$ cat src/rtl/i2s_pkg.sv
// Shared constants and parameter-legality helper for the I2S transmit path.
package i2s_pkg;

  localparam int   SLOT_BITS  = 32;
  localparam int   FRAME_BITS = 64;
  localparam int   BIT_IDX_W  = $clog2(FRAME_BITS);
  localparam logic WS_LEFT    = 1'b0;

  function automatic bit i2s_params_legal(input int sample_width, input int sck_half);
    return (sample_width >= 1) && (sample_width <= SLOT_BITS) && (sck_half >= 2);
  endfunction

endpackage

$ cat src/rtl/i2s_sck_gen.sv
// SCK divider: toggles the bit clock every SCK_HALF clk cycles and flags the
// cycle whose closing edge produces an SCK rise or fall.
`timescale 1ns/1ps
module i2s_sck_gen #(
  parameter int SCK_HALF = 4
) (
  input  logic clk,
  input  logic reset,
  output logic o_sck,
  output logic o_sck_rise,
  output logic o_sck_fall
);

  localparam int CNT_W = (SCK_HALF > 2) ? $clog2(SCK_HALF) : 1;

  logic [CNT_W-1:0] r_cnt;
  logic             r_sck;
  logic             w_wrap;

  assign w_wrap = (r_cnt == CNT_W'(SCK_HALF - 1));

  // NOTE: sequential state uses non-blocking assignments so every flop samples
  // pre-edge values, regardless of the order the blocks are evaluated in.
  always_ff @(posedge clk or negedge reset) begin
    if (!reset) begin
      r_cnt <= '0;
      r_sck <= 1'b0;
    end else if (w_wrap) begin
      r_cnt <= '0;
      r_sck <= ~r_sck;
    end else begin
      r_cnt <= r_cnt + 1'b1;
    end
  end

  assign o_sck      = r_sck;
  assign o_sck_rise = w_wrap && !r_sck;
  assign o_sck_fall = w_wrap && r_sck;

endmodule

$ cat src/rtl/i2s_transmitter.sv
// Philips I2S bus master: 64-SCK frames, 32-bit slots, MSB-first, fed by a
// one-frame holding register behind a valid/ready handshake.
`timescale 1ns/1ps
module i2s_transmitter
  import i2s_pkg::*;
#(
  parameter int SAMPLE_WIDTH = 24,
  parameter int SCK_HALF     = 4
) (
  input  logic                    clk,
  input  logic                    reset,
  input  logic [SAMPLE_WIDTH-1:0] SAMPLE_L,
  input  logic [SAMPLE_WIDTH-1:0] SAMPLE_R,
  input  logic                    SAMPLE_VALID,
  output logic                    SAMPLE_READY,
  output logic                    SCK,
  output logic                    WS,
  output logic                    SD,
  output logic                    UNDERRUN
);

  if (!i2s_params_legal(SAMPLE_WIDTH, SCK_HALF)) begin : g_param_check
    $error("i2s_transmitter: illegal SAMPLE_WIDTH=%0d / SCK_HALF=%0d", SAMPLE_WIDTH, SCK_HALF);
  end

  localparam logic [BIT_IDX_W-1:0] LAST_BIT   = BIT_IDX_W'(FRAME_BITS - 1);
  localparam logic [BIT_IDX_W-1:0] WS_R_FIRST = BIT_IDX_W'(SLOT_BITS - 1);
  localparam logic [BIT_IDX_W-1:0] WS_R_LAST  = BIT_IDX_W'(FRAME_BITS - 2);
  localparam int                   PAD_BITS   = SLOT_BITS - SAMPLE_WIDTH;

  logic                    w_sck_rise;
  logic                    w_sck_fall;
  logic                    w_load;
  logic                    w_accept;
  logic                    w_ws_next;
  logic [BIT_IDX_W-1:0]    w_next_idx;
  logic [SLOT_BITS-1:0]    w_slot_l;
  logic [SLOT_BITS-1:0]    w_slot_r;

  logic [BIT_IDX_W-1:0]    r_bit_idx;
  logic [FRAME_BITS-1:0]   r_shift;
  logic                    r_ws;
  logic                    r_underrun;
  logic                    r_hold_full;
  logic [SAMPLE_WIDTH-1:0] r_hold_l;
  logic [SAMPLE_WIDTH-1:0] r_hold_r;

  i2s_sck_gen #(
    .SCK_HALF   (SCK_HALF)
  ) u_sck_gen (
    .clk        (clk),
    .reset      (reset),
    .o_sck      (SCK),
    .o_sck_rise (w_sck_rise),
    .o_sck_fall (w_sck_fall)
  );

  // The bit logic advances only on falls; a strobe collision would mean a broken divider.
  assert property (@(posedge clk) disable iff (!reset) !(w_sck_rise && w_sck_fall));

  assign w_next_idx = r_bit_idx + 1'b1;
  assign w_load     = w_sck_fall && (r_bit_idx == LAST_BIT);
  assign w_accept   = SAMPLE_VALID && !r_hold_full;
  assign w_ws_next  = ((w_next_idx >= WS_R_FIRST) && (w_next_idx <= WS_R_LAST)) ? ~WS_LEFT : WS_LEFT;

  // Samples are left-justified in their slot; the tail of each slot is zero.
  assign w_slot_l = SLOT_BITS'(r_hold_l) << PAD_BITS;
  assign w_slot_r = SLOT_BITS'(r_hold_r) << PAD_BITS;

  always_ff @(posedge clk or negedge reset) begin
    if (!reset) begin
      r_hold_full <= 1'b0;
    end else if (w_accept) begin
      r_hold_full <= 1'b1;
    end else if (w_load) begin
      r_hold_full <= 1'b0;
    end
  end

  // NOTE: the sample data registers carry no reset; r_hold_full alone says
  // whether their contents are meaningful, so clearing them would be wasted logic.
  always_ff @(posedge clk) begin
    if (w_accept) begin
      r_hold_l <= SAMPLE_L;
      r_hold_r <= SAMPLE_R;
    end
  end

  always_ff @(posedge clk or negedge reset) begin
    if (!reset) begin
      r_bit_idx  <= LAST_BIT;
      r_shift    <= '0;
      r_ws       <= WS_LEFT;
      r_underrun <= 1'b0;
    end else begin
      r_underrun <= w_load && !r_hold_full;
      if (w_sck_fall) begin
        r_bit_idx <= w_next_idx;
        r_ws      <= w_ws_next;
        if (w_load) begin
          r_shift <= r_hold_full ? {w_slot_l, w_slot_r} : '0;
        end else begin
          r_shift <= {r_shift[FRAME_BITS-2:0], 1'b0};
        end
      end
    end
  end

  assign SAMPLE_READY = !r_hold_full;
  assign WS           = r_ws;
  assign SD           = r_shift[FRAME_BITS-1];
  assign UNDERRUN     = r_underrun;

endmodule

$ cat config.mk
export PLATFORM = sky130hd
export DESIGN_NAME = i2s_transmitter
export DESIGN_NICKNAME = d
export VERILOG_FILES = /design/src/rtl/i2s_pkg.sv /design/src/rtl/i2s_sck_gen.sv /design/src/rtl/i2s_transmitter.sv
export SDC_FILE = /design/constraint.sdc
export NUM_CORES = 1
export LEC_CHECK = 0
export BUFFER_PORTS_ARGS = -buffer_cell sky130_fd_sc_hd__buf_4
export CAP_MARGIN = 20
export CELL_PAD_IN_SITES_DETAIL_PLACEMENT = 1
export CELL_PAD_IN_SITES_GLOBAL_PLACEMENT = 2
export CORE_UTILIZATION = 35
export CTS_CLUSTER_DIAMETER = 200
export DETAILED_ROUTE_END_ITERATION = 8
export PLACE_DENSITY = 0.74
export SLEW_MARGIN = 5
export SYNTH_ARGS = -nofsm -noshare
export SYNTH_HDL_FRONTEND = slang
export SYNTH_HIERARCHICAL = 1
export SYNTH_SLANG_ARGS = --single-unit
$ cat constraint.sdc
create_clock -name clk -period 3.43 [get_ports clk]
set_input_delay 0.343 -clock clk [delete_from_list [all_inputs] [get_ports clk]]
set_output_delay 0.343 -clock clk [all_outputs]
set_load 0.1 [all_outputs]
# Yosys cells after proc, flatten, opt, wreduce, memory -nomap -nowiden
# Cells that the tools add are included.
# op_classes
reduce_logical,7
addsub,2
order_cmp,2
n_bitwise,1
muxes,6
eq_ne,2
# ops
operator,count
2-to-1 mux 64 bit,2
"adder 6 x 1 -> 6 bit, second input constant",1
"equality test 6 bit, second input constant",1
"greater-or-equal comparator 6 x 5 -> 1 bit, second input constant",1
"<= comparator 6 bit, second input constant",1
logical AND 1 bit,5
2-to-1 mux 1 bit,3
"adder 2 x 1 -> 2 bit, second input constant",1
"equality test 2 bit, second input constant",1
2-to-1 mux 2 bit,1
nonzero test 2 bit,1
zero test 1 bit,1
inverter 1 bit,1
# word_totals
reg_bits,124
out_inout_bits,5
input_bits,51

# Longest topological paths before layout
# Gate-level depths: netlist (run 1).
# logic_depth
depth_word,5
ltp_mapped,6
ltp_nobuf,5

# Hierarchy
# The synthesis (run 1) kept the hierarchy.
# modules_own_cells
mod,cells_per_inst,seq_area_each_um2,area_each_um2,instances
i2s_transmitter,389,3075.4,4470.5,1
i2s_sck_gen,8,75.1,113.9,1

# Worst setup path after synthesis (run 1)
# OpenSTA, ideal clock, no wires.
# synth_path
path_type,reg2reg
startpoint,register r_hold_full
endpoint,register r_hold_l[0] (enable)
synth_period_minus_slack_ns,3.141
setup_slack_ns,0.289
setup_ns,0.461
path_stages_with_launch,3
arrival_ns,2.680
required_time_ns,2.969
path_cell_list,dfrtp_1 -> clkbuf_1 -> nor2b_1
# synth_between
elab_chain_cells,2
# synth_lines
element,line_no,text
start: declaration,i2s_transmitter.sv:44,logic r_hold_full;
start signal: assignment,i2s_transmitter.sv:72,r_hold_full <= 1'b0;
start signal: assignment,i2s_transmitter.sv:74,r_hold_full <= 1'b1;
start signal: assignment,i2s_transmitter.sv:76,r_hold_full <= 1'b0;
zero test 1 bit,i2s_transmitter.sv:63,assign w_accept = SAMPLE_VALID && !r_hold_full;
logical AND 1 bit,i2s_transmitter.sv:63,
named net w_accept,i2s_transmitter.sv:34,logic w_accept;
end signal: assignment,i2s_transmitter.sv:84,r_hold_l <= SAMPLE_L;
end: declaration,i2s_transmitter.sv:45,logic [SAMPLE_WIDTH-1:0] r_hold_l;
# The timed path passes the listed nets, and every way through them passes these cells.
# A chain may end at the register's enable or synchronous reset.

# Worst setup path in the final report (run 1)
# layout_path
startpoint,register r_bit_idx[1]
endpoint,register r_shift[9]
# layout_between
elab_chain_cells,3
# layout_lines
element,line_no,text
start: declaration,i2s_transmitter.sv:40,logic [BIT_IDX_W-1:0] r_bit_idx;
start signal: assignment,i2s_transmitter.sv:98,r_bit_idx <= w_next_idx;
equality test 6 bit,i2s_transmitter.sv:62,assign w_load = w_sck_fall && (r_bit_idx == LAST_BIT);
logical AND 1 bit,i2s_transmitter.sv:62,
2-to-1 mux 64 bit,i2s_transmitter.sv:100,if (w_load) begin
end signal: assignment,i2s_transmitter.sv:101,"r_shift <= r_hold_full ? {w_slot_l, w_slot_r} : '0;"
end signal: assignment,i2s_transmitter.sv:103,"r_shift <= {r_shift[FRAME_BITS-2:0], 1'b0};"
end: declaration,i2s_transmitter.sv:41,logic [FRAME_BITS-1:0] r_shift;
# Every way passes these cells.

==> flow_summary.toml, run 1 <==
[run_status]
status = "finished, final reports clean"

[setup_path]
endpoint_kind_of_the_worst_setup_timing_path = "flip-flop"
arrival_ns = 2.67
r2r_slack_ns = 1.08
critical-path-max-stage-delay_ns = 0.65
critical_path.max_fanout = 31
crit_path_buf_inv_count = 1
crit_required_ns = 3.76
crit_type = "reg2reg"
critical-path-top-delay-family = "simple AND/OR/NAND/NOR gates"
critical_path.cell_chain = "ha_1 -> and3_2 -> buf_4 -> nand3_1 -> a31oi_1"
crit_slowest_cell = "and3_2"
critPathLaunchType = "flip-flop"

[timing]
final_worst_path_cycle_share_pct = 68.4
setup_tns_ns = 0
worst_setup_slack_final_ns = 1.08
rsz0062_at_grt = "false"
fmax_ghz = 0.426
hold_viol_final = 0
max_slew_margin_pct = 28.6
final_period_minus_worst_setup_slack_ns = 2.35
tightest_slew_ns = 1.07
hold-worst-slack_ns = 0.0474
final-max-slew-violation-count = 0
final-setup-viol-count = 0
fin_skew_ns = 0.00727

[power_and_ir_drop]
max-vdd-ir-drop_mv = 0.348
power_frac_seq_pct = 44.6
power.share.clock_pct = 52.4
static-leakage-power_nw = 2.25
switching_share_pct = 20.1
powerDensity_nw_per_um2 = 580
power.switching_w = 0.000667
combinationalPowerShare_pct = 3.0
power_w = 0.00333
p_int_w = 0.00266

[clock_network]
clock_tree.buffer_depth = 2
cts-buffers-inserted = 17
clockRootBuffer = "clkbuf_16"
h-tree-depth = 4
cts_tree = "built"
skew_pair_late_insertion_delay_ns = 0.41
post_cts_hold_buffer_count = 0
cts_sinks = 116
cts-resized-gates = 0
clk_pin_slew_ns = 0.05
post-cts-setup-buffer-count = 0

[placement]
place_inst = 599
dp_hpwl_mm = 5.58
detailedPlace.worstSlack_ns = 1.09
io_buffer_count = 55
place.gp.congestion = 0.685

[routing]
post_drt_antenna_nets = 0
vias = 3131
vias_per_cell = 4.96
routed_wire_length_per_instance_um = 15.5
routed_wire_length_mm = 9.75
drt_pre_antenna_iters = 5
detailedRoute.firstIterationViolations = 166
remaining_drc_errors = 0

[global_route]
globalRoute.busiestLayer = "met2"
use_met2_pct = 25.0
antenna_violations_before_repair = 0
grt_pass1_wl_mm = 16.4
grt_use_met1_pct = 20.9
number_of_global_route_vias_before_repair = 3279
grtUsageMet3_pct = 5.29
grt_use_total_pct = 16.2
overflow = 0
grt_max_degree = 113

[final_layout]
synthToLayoutAreaGrowth_pct = 25.3
instances_no_fill = 631
num-nets-final = 501
fill_cells = 1385
antennaDiodeCount = 0
final_layout_size_suffix_gt1_share_pct = 22.7

[floorplanning]
start_util_pct = 36.1
die_w_um = 116
die_area_sq_um = 13500
fp-row-count = 41
fp.dieH_um = 116
design.core.area_sq_um = 12700
io_pins = 56

[synth]
yosys_warnings = 6
mean_post_synth_cell_area_sq_um = 11.6
syn_area_sq_um = 4580
syn_nets = 451
synthCells = 396

[job]
drv_cap = 0

[min_path]
timing.hold.worst.class = "in2async"
state kept, by name, summed over array words and instances, names as in the netlist:
| signal | count |
|---|---|
| r_hold_r | 24 |
| r_hold_l | 24 |
| r_bit_idx | 6 |
| r_shift | 56 |
| r_hold_full | 1 |
| WS | 1 |
| u_sck_gen/r_cnt | 2 |
| u_sck_gen/o_sck | 1 |
| UNDERRUN | 1 |
metrics by stage:
step | instance area (sq um) | utilization [%]
2_1_floorplan | 4580 | -
3_3_place_gp | 5150 | 40.6
3_5_place_dp | 5150 | 40.6
4_1_cts | 5740 | 45.3
5_1_grt | 5740 | 45.3
6_report | 5740 | 45.3
metal layers:
metal	routed length, um	vias to the layer above
met5	0	-
met4	159	0
met3	345	13
met2	4670	54
met1	4580	1556
li1	-	1508
layout by cell type (no fill, tap or decap), types with 2 or more instances in the layout:
cell	count
dfrtp_1	61
buf_4	61
nand2_1	58
nor2_1	50
nand3_1	49
edfxtp_1	48
a31oi_1	47
clkbuf_16	18
o2bb2ai_1	9
dfstp_2	6
inv_1	5
xnor2_1	4
ha_1	4
clkbuf_1	3
clkinvlp_4	3
clkinv_2	3
and3_2	2
nand4_1	2
xor2_1	2
nand3_2	2
a21boi_0	2
bufinv_16	2
clkbuf_8	2
final timing paths:
check / from / endpoint / depth (start not counted)
hold / removal: reset / r_shift[19] / 1
max in group asynchronous: reset / r_hold_full / 1
setup / recovery: r_bit_idx[1] / r_shift[9] / 5
min in group clk: SAMPLE_L[22] / r_hold_l[22] / 1
setup reg to reg: r_bit_idx[1] / r_shift[9] / 5
hold reg to reg: u_sck_gen/r_cnt[0] / u_sck_gen/r_cnt[0] / 1
power groups by stage:
stage,Combinational (W),Sequential (W),Clock [W]
6_report,0.000101,0.00148,0.00174
5_1_grt,0.000112,0.00148,0.00185
2_1_floorplan,0.0000321,0.00151,0
3_3_place_gp,0.000102,0.00151,0
4_1_cts,0.000105,0.00148,0.00179
3_5_place_dp,0.000105,0.00151,0
area by class of cell:
type                       count  area, sq um  area share (%)
clock inverter                 9          101            1.77
inverter                       5         18.8           0.327
clock buffer                  23          489            8.53
timing repair buffer          61          458            7.98
tap                          172          215            3.75
multi-input combinational    245         1300            22.7
sequential                   116         3150            54.9
(Power assumes the default switching activity.)
==> inputs of run 2 (changes only) <==
Clock period 3.43 ns to 2.3 ns, I/O delays scaled along.
==> flow_summary.toml, run 2 (synthesis gave the netlist of run 1 again) <==
[routing]
vias = 3362
drt_pre_antenna_iters = 4
vias_per_cell = 4.92
detailedRoute.firstIterationViolations = 219
routed_wire_length_mm = 10.3
routed_wire_length_per_instance_um = 15.0
post_drt_antenna_nets = 0
remaining_drc_errors = 0

[global_route]
overflow = 0
number_of_global_route_vias_before_repair = 3579
grt_use_total_pct = 17.4
grt_pass1_wl_mm = 17.6
grt_max_degree = 105
antenna_violations_before_repair = 0

[power_and_ir_drop]
power_w = 0.00501
static-leakage-power_nw = 2.48
powerDensity_nw_per_um2 = 799
max-vdd-ir-drop_mv = 0.549

[clock_network]
clockRootBuffer = "clkbuf_16"
cts-buffers-inserted = 17
cts_sinks = 116
cts-resized-gates = 0
clk_pin_slew_ns = 0.05
h-tree-depth = 4
cts_tree = "built"
clock_tree.buffer_depth = 2
skew_pair_late_insertion_delay_ns = 0.41

[floorplanning]
design.core.area_sq_um = 12700
start_util_pct = 36.1
die_area_sq_um = 13500
fp-row-count = 41
die_w_um = 116
fp.dieH_um = 116
io_pins = 56

[setup_path]
critPathLaunchType = "flip-flop"
crit_type = "reg2reg"
crit_required_ns = 2.59
arrival_ns = 2.14
r2r_slack_ns = 0.45
endpoint_kind_of_the_worst_setup_timing_path = "flip-flop"
critical_path.max_fanout = 7

[final_layout]
reg_top3 = "r_shift x56, r_hold_l x24, r_hold_r x24"
antennaDiodeCount = 0
largest_register = "r_shift"
num-nets-final = 553
final_util_pct = 49.4
final_layout_size_suffix_gt1_share_pct = 20.5
layout.cell_area.non_filler_sq_um = 6260
synthToLayoutAreaGrowth_pct = 36.8
largest_register_ffs = 56
instances_no_fill = 683
layout_commonest_cell = "buf_4"
layout_common_cells = "buf_4, dfrtp_1, nand2_1, nor2_1"

[timing]
final-max-slew-violation-count = 0
fin_skew_ns = 0.00630
final_period_minus_worst_setup_slack_ns = 1.85
rsz0062_at_grt = "false"
setup_tns_ns = 0
fmax_ghz = 0.541
final-setup-viol-count = 0
final_worst_path_cycle_share_pct = 80.3
hold_viol_final = 0
tightest_slew_ns = 0.613
max_slew_margin_pct = 59.1

[placement]
place_inst = 602
dp_hpwl_mm = 5.84
place.gp.congestion = 0.755
placed_area_sq_um = 5190
io_buffer_count = 55

[min_path]
timing.hold.worst.class = "in2async"

[run_status]
status = "finished, final reports clean"

[job]
drv_cap = 0
-- run 2: metrics by stage --
| stage | setup slack (ns) | hold slack, ns |
|---|---|---|
| after floorplan | 0.0903 | -0.0656 |
| after detailed placement | 0.463 | 0.293 |
| final | 0.452 | 0.370 |
| after global routing | 0.302 | 0.433 |
| after CTS | 0.448 | 0.397 |
| after global placement | 0.521 | 0.285 |
-- run 2: per-layer routing --
metal | global-route usage, % | vias up | routed length, um
li1 | - | 1612 | -
met1 | 22.0 | 1680 | 4720
met2 | 28.0 | 61 | 5100
met3 | 5.66 | 9 | 336
met4 | 6.15 | 0 | 106
met5 | 0 | - | 0
-- run 2: final cells by class --
| class | instances | area (sq um) |
|---|---|---|
| clock buffer | 27 | 503 |
| fill | 1358 | 6410 |
| multi-input combinational | 245 | 1300 |
| sequential | 116 | 3150 |
| inverter | 5 | 18.8 |
| timing repair buffer | 113 | 996 |
| clock inverter | 5 | 75.1 |
| tap | 172 | 215 |
-- run 2: worst paths after layout --
kind	startpoint	endpoint	depth (start not counted)
max reg2reg	r_bit_idx[2]	WS	4
min	reset	r_shift[13]	2
min reg2reg	u_sck_gen/r_cnt[0]	u_sck_gen/r_cnt[0]	1
max in group asynchronous	reset	r_shift[51]	3
min in group clk	u_sck_gen/r_cnt[0]	u_sck_gen/r_cnt[0]	1
max	r_bit_idx[2]	WS	4
-- run 2: what timing repair did --
action                                 in CTS  in global routing
endpoints found under the hold margin      86                  0
setup buffers                               0                  0
hold buffers                               49                  0
-- run 2: critical path, stage by stage (launching register included) --
cell,delay [ns]
dfstp_2,0.60
nand3_2,0.11
or3_1,0.38
a2111o_1,0.42
o221a_1,0.23
-- run 2: where the power goes --
part	leakage, nW	total (W)	switching (W)	internal [W]
logic	0.840	0.000223	0.000101	0.000122
registers	1.36	0.00222	0.0000156	0.00220
clock network	0.285	0.00257	0.000864	0.00170
